$ cat src/rtl/stage_f_pkg.sv
// stage_f_pkg: shared widths, defaults and PC helper for the fetch stage
package stage_f_pkg;
  localparam int XLEN = 32;
  localparam logic [XLEN-1:0] RESET_PC_DEFAULT = 32'hBFC00000;
  localparam int MAX_OUTSTANDING_LIMIT = 8;
  function automatic logic [XLEN-1:0] pc_next(input logic [XLEN-1:0] pc);
    return pc + XLEN'(4);
  endfunction
endpackage

$ cat src/rtl/stage_f_fifo.sv
// fetch_pc_fifo: circular buffer of live request addresses, clear beats push/pop
module fetch_pc_fifo #(
  parameter int DEPTH = 2,
  parameter int W = 32,
  localparam int CW = $clog2(DEPTH + 1)
) (
  input  logic          clock,
  input  logic          reset,
  input  logic          clear,
  input  logic          push,
  input  logic          pop,
  input  logic [W-1:0]  din,
  output logic [W-1:0]  dout,
  output logic [CW-1:0] count,
  output logic          full,
  output logic          empty
);
  localparam int PW = DEPTH > 1 ? $clog2(DEPTH) : 1;
  logic [W-1:0] mem_q [DEPTH];
  logic [W-1:0] mem_d [DEPTH];
  logic [PW-1:0] wr_q, wr_d, rd_q, rd_d;
  logic [CW-1:0] cnt_q, cnt_d;
  function automatic logic [PW-1:0] nxt(input logic [PW-1:0] p);
    return (p == PW'(DEPTH - 1)) ? '0 : p + PW'(1);
  endfunction
  // next pointers, storage and occupancy
  always_comb begin
    mem_d = mem_q;
    wr_d = clear ? '0 : push ? nxt(wr_q) : wr_q;
    rd_d = clear ? '0 : pop ? nxt(rd_q) : rd_q;
    cnt_d = clear ? '0 : cnt_q + CW'(push) - CW'(pop);
    if (push && !clear) mem_d[wr_q] = din;
    dout = mem_q[rd_q];
    count = cnt_q;
    full = cnt_q == CW'(DEPTH);
    empty = cnt_q == '0;
  end
  // pointer and count state
  always_ff @(posedge clock) begin
    if (reset) begin
      wr_q <= '0;
      rd_q <= '0;
      cnt_q <= '0;
    end else begin
      wr_q <= wr_d;
      rd_q <= rd_d;
      cnt_q <= cnt_d;
    end
  end
  // storage needs no reset: count gates every read
  always_ff @(posedge clock) mem_q <= mem_d;
endmodule

$ cat src/rtl/stage_f.sv
// stage_f: instruction fetch stage with in-order memory port and redirect handling
module stage_f
  import stage_f_pkg::*;
#(
  parameter logic [XLEN-1:0] RESET_PC = RESET_PC_DEFAULT,
  parameter int MAX_OUTSTANDING = 2
) (
  input  logic            clock,
  input  logic            reset,
  input  logic            restart,
  input  logic [XLEN-1:0] restart_pc,
  output logic            imem_req,
  output logic [XLEN-1:0] imem_addr,
  input  logic            imem_ready,
  input  logic            imem_rvalid,
  input  logic [XLEN-1:0] imem_rdata,
  output logic            i_valid,
  output logic [XLEN-1:0] i_instr,
  output logic [XLEN-1:0] i_pc,
  output logic [XLEN-1:0] i_npc
);
  localparam int CW = $clog2(MAX_OUTSTANDING + 1);
  if (MAX_OUTSTANDING < 1 || MAX_OUTSTANDING > MAX_OUTSTANDING_LIMIT) begin : g_bad_depth
    $error("MAX_OUTSTANDING out of range 1..8");
  end
  logic [CW-1:0] live, discard_q, discard_d;
  logic [CW:0] outstanding;
  logic [XLEN-1:0] fetch_pc_q, fetch_pc_d, head_pc;
  logic [XLEN-1:0] i_instr_q, i_instr_d, i_pc_q, i_pc_d, i_npc_q, i_npc_d;
  logic i_valid_q, i_valid_d, rsp, accept, deliver, fifo_full, fifo_empty, unused_bits;
  fetch_pc_fifo #(.DEPTH(MAX_OUTSTANDING), .W(XLEN)) u_fifo (
    .clock (clock),
    .reset (reset),
    .clear (restart),
    .push  (accept),
    .pop   (deliver),
    .din   (fetch_pc_q),
    .dout  (head_pc),
    .count (live),
    .full  (fifo_full),
    .empty (fifo_empty)
  );
  // issue, response routing and redirect bookkeeping
  always_comb begin
    unused_bits = ^restart_pc[1:0];
    outstanding = {1'b0, live} + {1'b0, discard_q};
    imem_req = ~reset & ~restart & ~fifo_full & (outstanding < (CW+1)'(MAX_OUTSTANDING));
    imem_addr = fetch_pc_q;
    accept = imem_req & imem_ready;
    rsp = imem_rvalid & (outstanding != '0);
    deliver = ~restart & rsp & (discard_q == '0) & ~fifo_empty;
    discard_d = restart ? discard_q + live - CW'(rsp) :
                (rsp && discard_q != '0) ? discard_q - CW'(1) : discard_q;
    fetch_pc_d = restart ? {restart_pc[XLEN-1:2], 2'b00} : accept ? pc_next(fetch_pc_q) : fetch_pc_q;
    i_valid_d = deliver;
    i_instr_d = deliver ? imem_rdata : i_instr_q;
    i_pc_d = deliver ? head_pc : i_pc_q;
    i_npc_d = deliver ? pc_next(head_pc) : i_npc_q;
    i_valid = i_valid_q;
    i_instr = i_instr_q;
    i_pc = i_pc_q;
    i_npc = i_npc_q;
  end
  // fetch PC, stale-response counter and decode-facing registers
  always_ff @(posedge clock) begin
    if (reset) begin
      fetch_pc_q <= RESET_PC;
      discard_q <= '0;
      i_valid_q <= 1'b0;
      i_instr_q <= '0;
      i_pc_q <= '0;
      i_npc_q <= '0;
    end else begin
      fetch_pc_q <= fetch_pc_d;
      discard_q <= discard_d;
      i_valid_q <= i_valid_d;
      i_instr_q <= i_instr_d;
      i_pc_q <= i_pc_d;
      i_npc_q <= i_npc_d;
    end
  end
endmodule
$ cat config.mk
export PLATFORM = sky130hd
export DESIGN_NAME = stage_f
export DESIGN_NICKNAME = d
export VERILOG_FILES = /design/src/rtl/stage_f_pkg.sv /design/src/rtl/stage_f_fifo.sv /design/src/rtl/stage_f.sv
export SDC_FILE = /design/constraint.sdc
export NUM_CORES = 1
export LEC_CHECK = 0
export BUFFER_PORTS_ARGS = -buffer_cell sky130_fd_sc_hd__buf_2
export CAP_MARGIN = 0
export CORE_ASPECT_RATIO = 0.6
export CORE_MARGIN = 10
export CORE_UTILIZATION = 27
export CTS_CLUSTER_DIAMETER = 60
export CTS_CLUSTER_SIZE = 20
export DETAILED_ROUTE_END_ITERATION = 7
export GPL_ROUTABILITY_DRIVEN = 1
export SLEW_MARGIN = 15
export SYNTH_ARGS = -nofsm -noshare
export SYNTH_HDL_FRONTEND = slang
export SYNTH_SLANG_ARGS = --single-unit
$ cat constraint.sdc
create_clock -name clock -period 8.65 [get_ports clock]
set_clock_uncertainty 0.15 [all_clocks]
set_input_delay 2.1625 -clock clock [delete_from_list [all_inputs] [get_ports clock]]
set_output_delay 2.1625 -clock clock [all_outputs]
set_load 0.03 [all_outputs]
==> impl_results.md <==
- CTS root buffer: clkbuf_16
- Register area share after synthesis: 51.5%
- Final setup vio count: 0
- Total negative slack: 0 ns
- Final Hold Viols: 0
- Worst-Skew Late Latency: around 0.44 ns
- Hold Path Depth: 2
- Routed WL: 27.1 mm
- Startpoint Class: input pin
- Antenna diodes: 0
- Top-count cell post-synth: nand2_1
- DIE AREA: just under 40000 µm²
- Syn avg cell area: 9.46 µm²
- I/O pin count: 199
- DRT iter0 DRCs: 544
- H-tree depth: 4
- Worst-path clk slew: about 0.07 ns
- Max stage delay cell, worst path: clkinv_2
- Buffers on Ports: 190
- Share of layout cells above drive strength 1: 24.1%
- VDD IR max: about 120 µV
- Largest cells by area after synthesis: dfxtp_1 30%, edfxtp_1 21%, nand2_1 6.1%
- Initial antenna violation count: 0
- Vias/cell: 4.90
- ANT nets after route: 0
- Synthesis Warnings: 0
- Fin. max-slew vios: 0
- Reg2reg setup slack: ~4 ns
- Crit path DAT: 5.90 ns
- Core ar.: ~31000 µm²
- Crit Path Max Fanout: slightly above 80
- Top cells by count, synth: 139 x nand2_1, 129 x dfxtp_1, 69 x a21oi_1, 60 x edfxtp_1, 55 x nor2_1
- Postcts setup bufs: 0
- CTS sink cnt: 189
- Asr flop ratio synth: 0%
- Final GP Congestion: just over 0.8
- Minimum clock period: 5.75 ns
- Vias: 7277
- EDFF count, synth: 60
- Num rows: 50
- Critical path class: in -> reg
- Critical-path cell list: buf_2, buf_4, nor2b_1, o2111ai_4, buf_4, clkinv_2, ha_1, inv_1, ha_1, xnor2_1, xnor2_1, nor3_1
- Worst hold endpoint: i_instr[13]
- First-pass GRT wire length: 41.7 mm
- DIE WIDTH: 249 µm
- CTS tree: yes
- Worst slew pin tran: 0.996 ns
- Yosys top cell area share: 30.4%
- Outcome: completed
- Fmax: between 150 and 200 MHz
- DRC violations left: 0
- Synth Cell Area: around 8500 µm²
- Crit share post-route: 66.4%
- Library cells used by synthesis: 69
- Crit path capture type: flip-flop
- Total track usage: 13.5%
- Pwr dens: 183 nW/µm²
- # resized after CTS: 0
- Initial core utilization: between 20% and 30%
- Hold-fix buffers, CTS: 0
- CP required: 8.81 ns
- Register bit count reported by yosys: 189
- Largest net degree at the start of global routing: slightly above 80
- Routed wire per std cell: 18.3 µm
- Slew HR: 33.5%
- Die Y: 157 µm
- Total gr overflow: 0
- Area grow syn2layout: 21.8%
- R2R Path Start: discard_q[0]
- Detailed Place HPWL: 19.9 mm
- Pre-antenna DRT Iters: 7
- Clk buf depth: 2
- RSZ-0062 raised after global routing: no
- Num CTS Buffers: 17
- Hold Path Class: reg -> reg
- Hold Slack: ~0.30 ns
- LEAKAGE: 3.81 nW
- Fin nets: approximately 1100
- FF-to-FF End: u_fifo.count[1]
- Largest area contributor in the netlist: dfxtp_1
- CP max stage delay: 1.03 ns
- Top FF cell, synth: dfxtp_1
- Hold_sp: i_instr[13]
- Post-Syn Instances: between 800 and 900
- Worst reg-to-reg path cell count: 13
- Max-Cap Viols: 0
- Vias in the first global route: a little under 7000
-- per-layer routing --
layer	routed length (µm)	vias up	share of wire, %	global-route usage [%]
li1	-	3594	-	-
met1	12800	3488	47	17.9
met2	12600	179	47	21.4
met3	1410	16	5.2	3.60
met4	235	0	0.87	3.39
met5	0	-	0	0
-- power by group --
part | internal (mW) | total (mW) | leakage (nW) | switching (mW)
sequential | 0.935 | 0.961 | 1.58 | 0.0257
combinational | 0.0518 | 0.158 | 1.98 | 0.106
clock | 0.402 | 0.774 | 0.255 | 0.371
total | 1.39 | 1.89 | 3.81 | 0.503
-- placed cells by master (no fill, tap or decap), drive strengths merged, types with 26 or more instances in the layout --
| cell type | n |
|---|---|
| a211oi | 31 |
| a21oi | 70 |
| buf | 199 |
| dfxtp | 129 |
| edfxtp | 60 |
| mux2i | 32 |
| nand2 | 139 |
| nand3 | 48 |
| nand4 | 26 |
| nor2 | 55 |
| o21ai | 30 |
-- how the worst max path moves through the flow --
| stage | from | to | slack (ns) | depth (start not counted) |
|---|---|---|---|---|
| global placement | restart | u_fifo.count[1] | 2.43 | 12 |
| CTS | restart | u_fifo.count[1] | 2.85 | 12 |
| floorplan | restart | imem_req | 2.78 | 3 |
| finish | restart | u_fifo.count[1] | 2.90 | 12 |
| detailed placement | restart | u_fifo.count[1] | 2.36 | 12 |
| global route | restart | u_fifo.count[1] | 2.59 | 12 |
-- sequential cells by signal, indices dropped and copies added, names as in the netlist, 2 cells and up --
register / flops
discard_q: 2
i_instr: 32
i_npc: 30
i_pc: 30
imem_addr: 30
u_fifo.count: 2
u_fifo.mem_q: 60
-- worst max-delay path, delay by kind of cell --
family | cells | cell delay (ns)
AO/OA/AOI/OAI | 1 | 0.12
XOR/XNOR | 2 | 0.33
adder cells (fa/ha/maj) | 2 | 0.82
buffers and inverters | 5 | 2.24
AND/OR/NAND/NOR | 2 | 0.20
-- layout make-up --
class	instances	area, µm²
fill	3218	20700
sequential	189	4390
multi-input combinational	629	3790
timing repair buffer	199	1020
tap	416	520
clock buffer	18	429
clock inverter	14	138
inverter	20	76.3
-- cell families (layout without fill, tap and decap cells) --
logic type               count (synthesis)  count (layout)  share of synthesized area, %
AND/OR/NAND/NOR                        352             352                          20.1
AO/OA/AOI/OAI                          202             202                          15.5
flip-flops                             189             189                          51.5
buffers and inverters                   86             251                          4.37
multiplexers                            42              42                          5.09
XOR/XNOR                                17              17                          1.75
adder cells (fa/ha/maj)                 10              10                          1.56
other                                    1               6                        0.0441
-- through the flow --
stage                     cells  setup slack (ns)  instance area [µm²]  total power, mW  util, %
after global placement     1453              2.43                 9790             1.14     31.5
after floorplan             904              2.78                 8530             1.08        -
final                      1485              2.90                10400             1.89     33.3
after detailed placement   1453              2.36                 9790             1.14     31.5
after CTS                  1485              2.85                10400             1.92     33.3
after global routing       1485              2.59                10400             1.98     33.3
(Power assumes the default switching activity.)
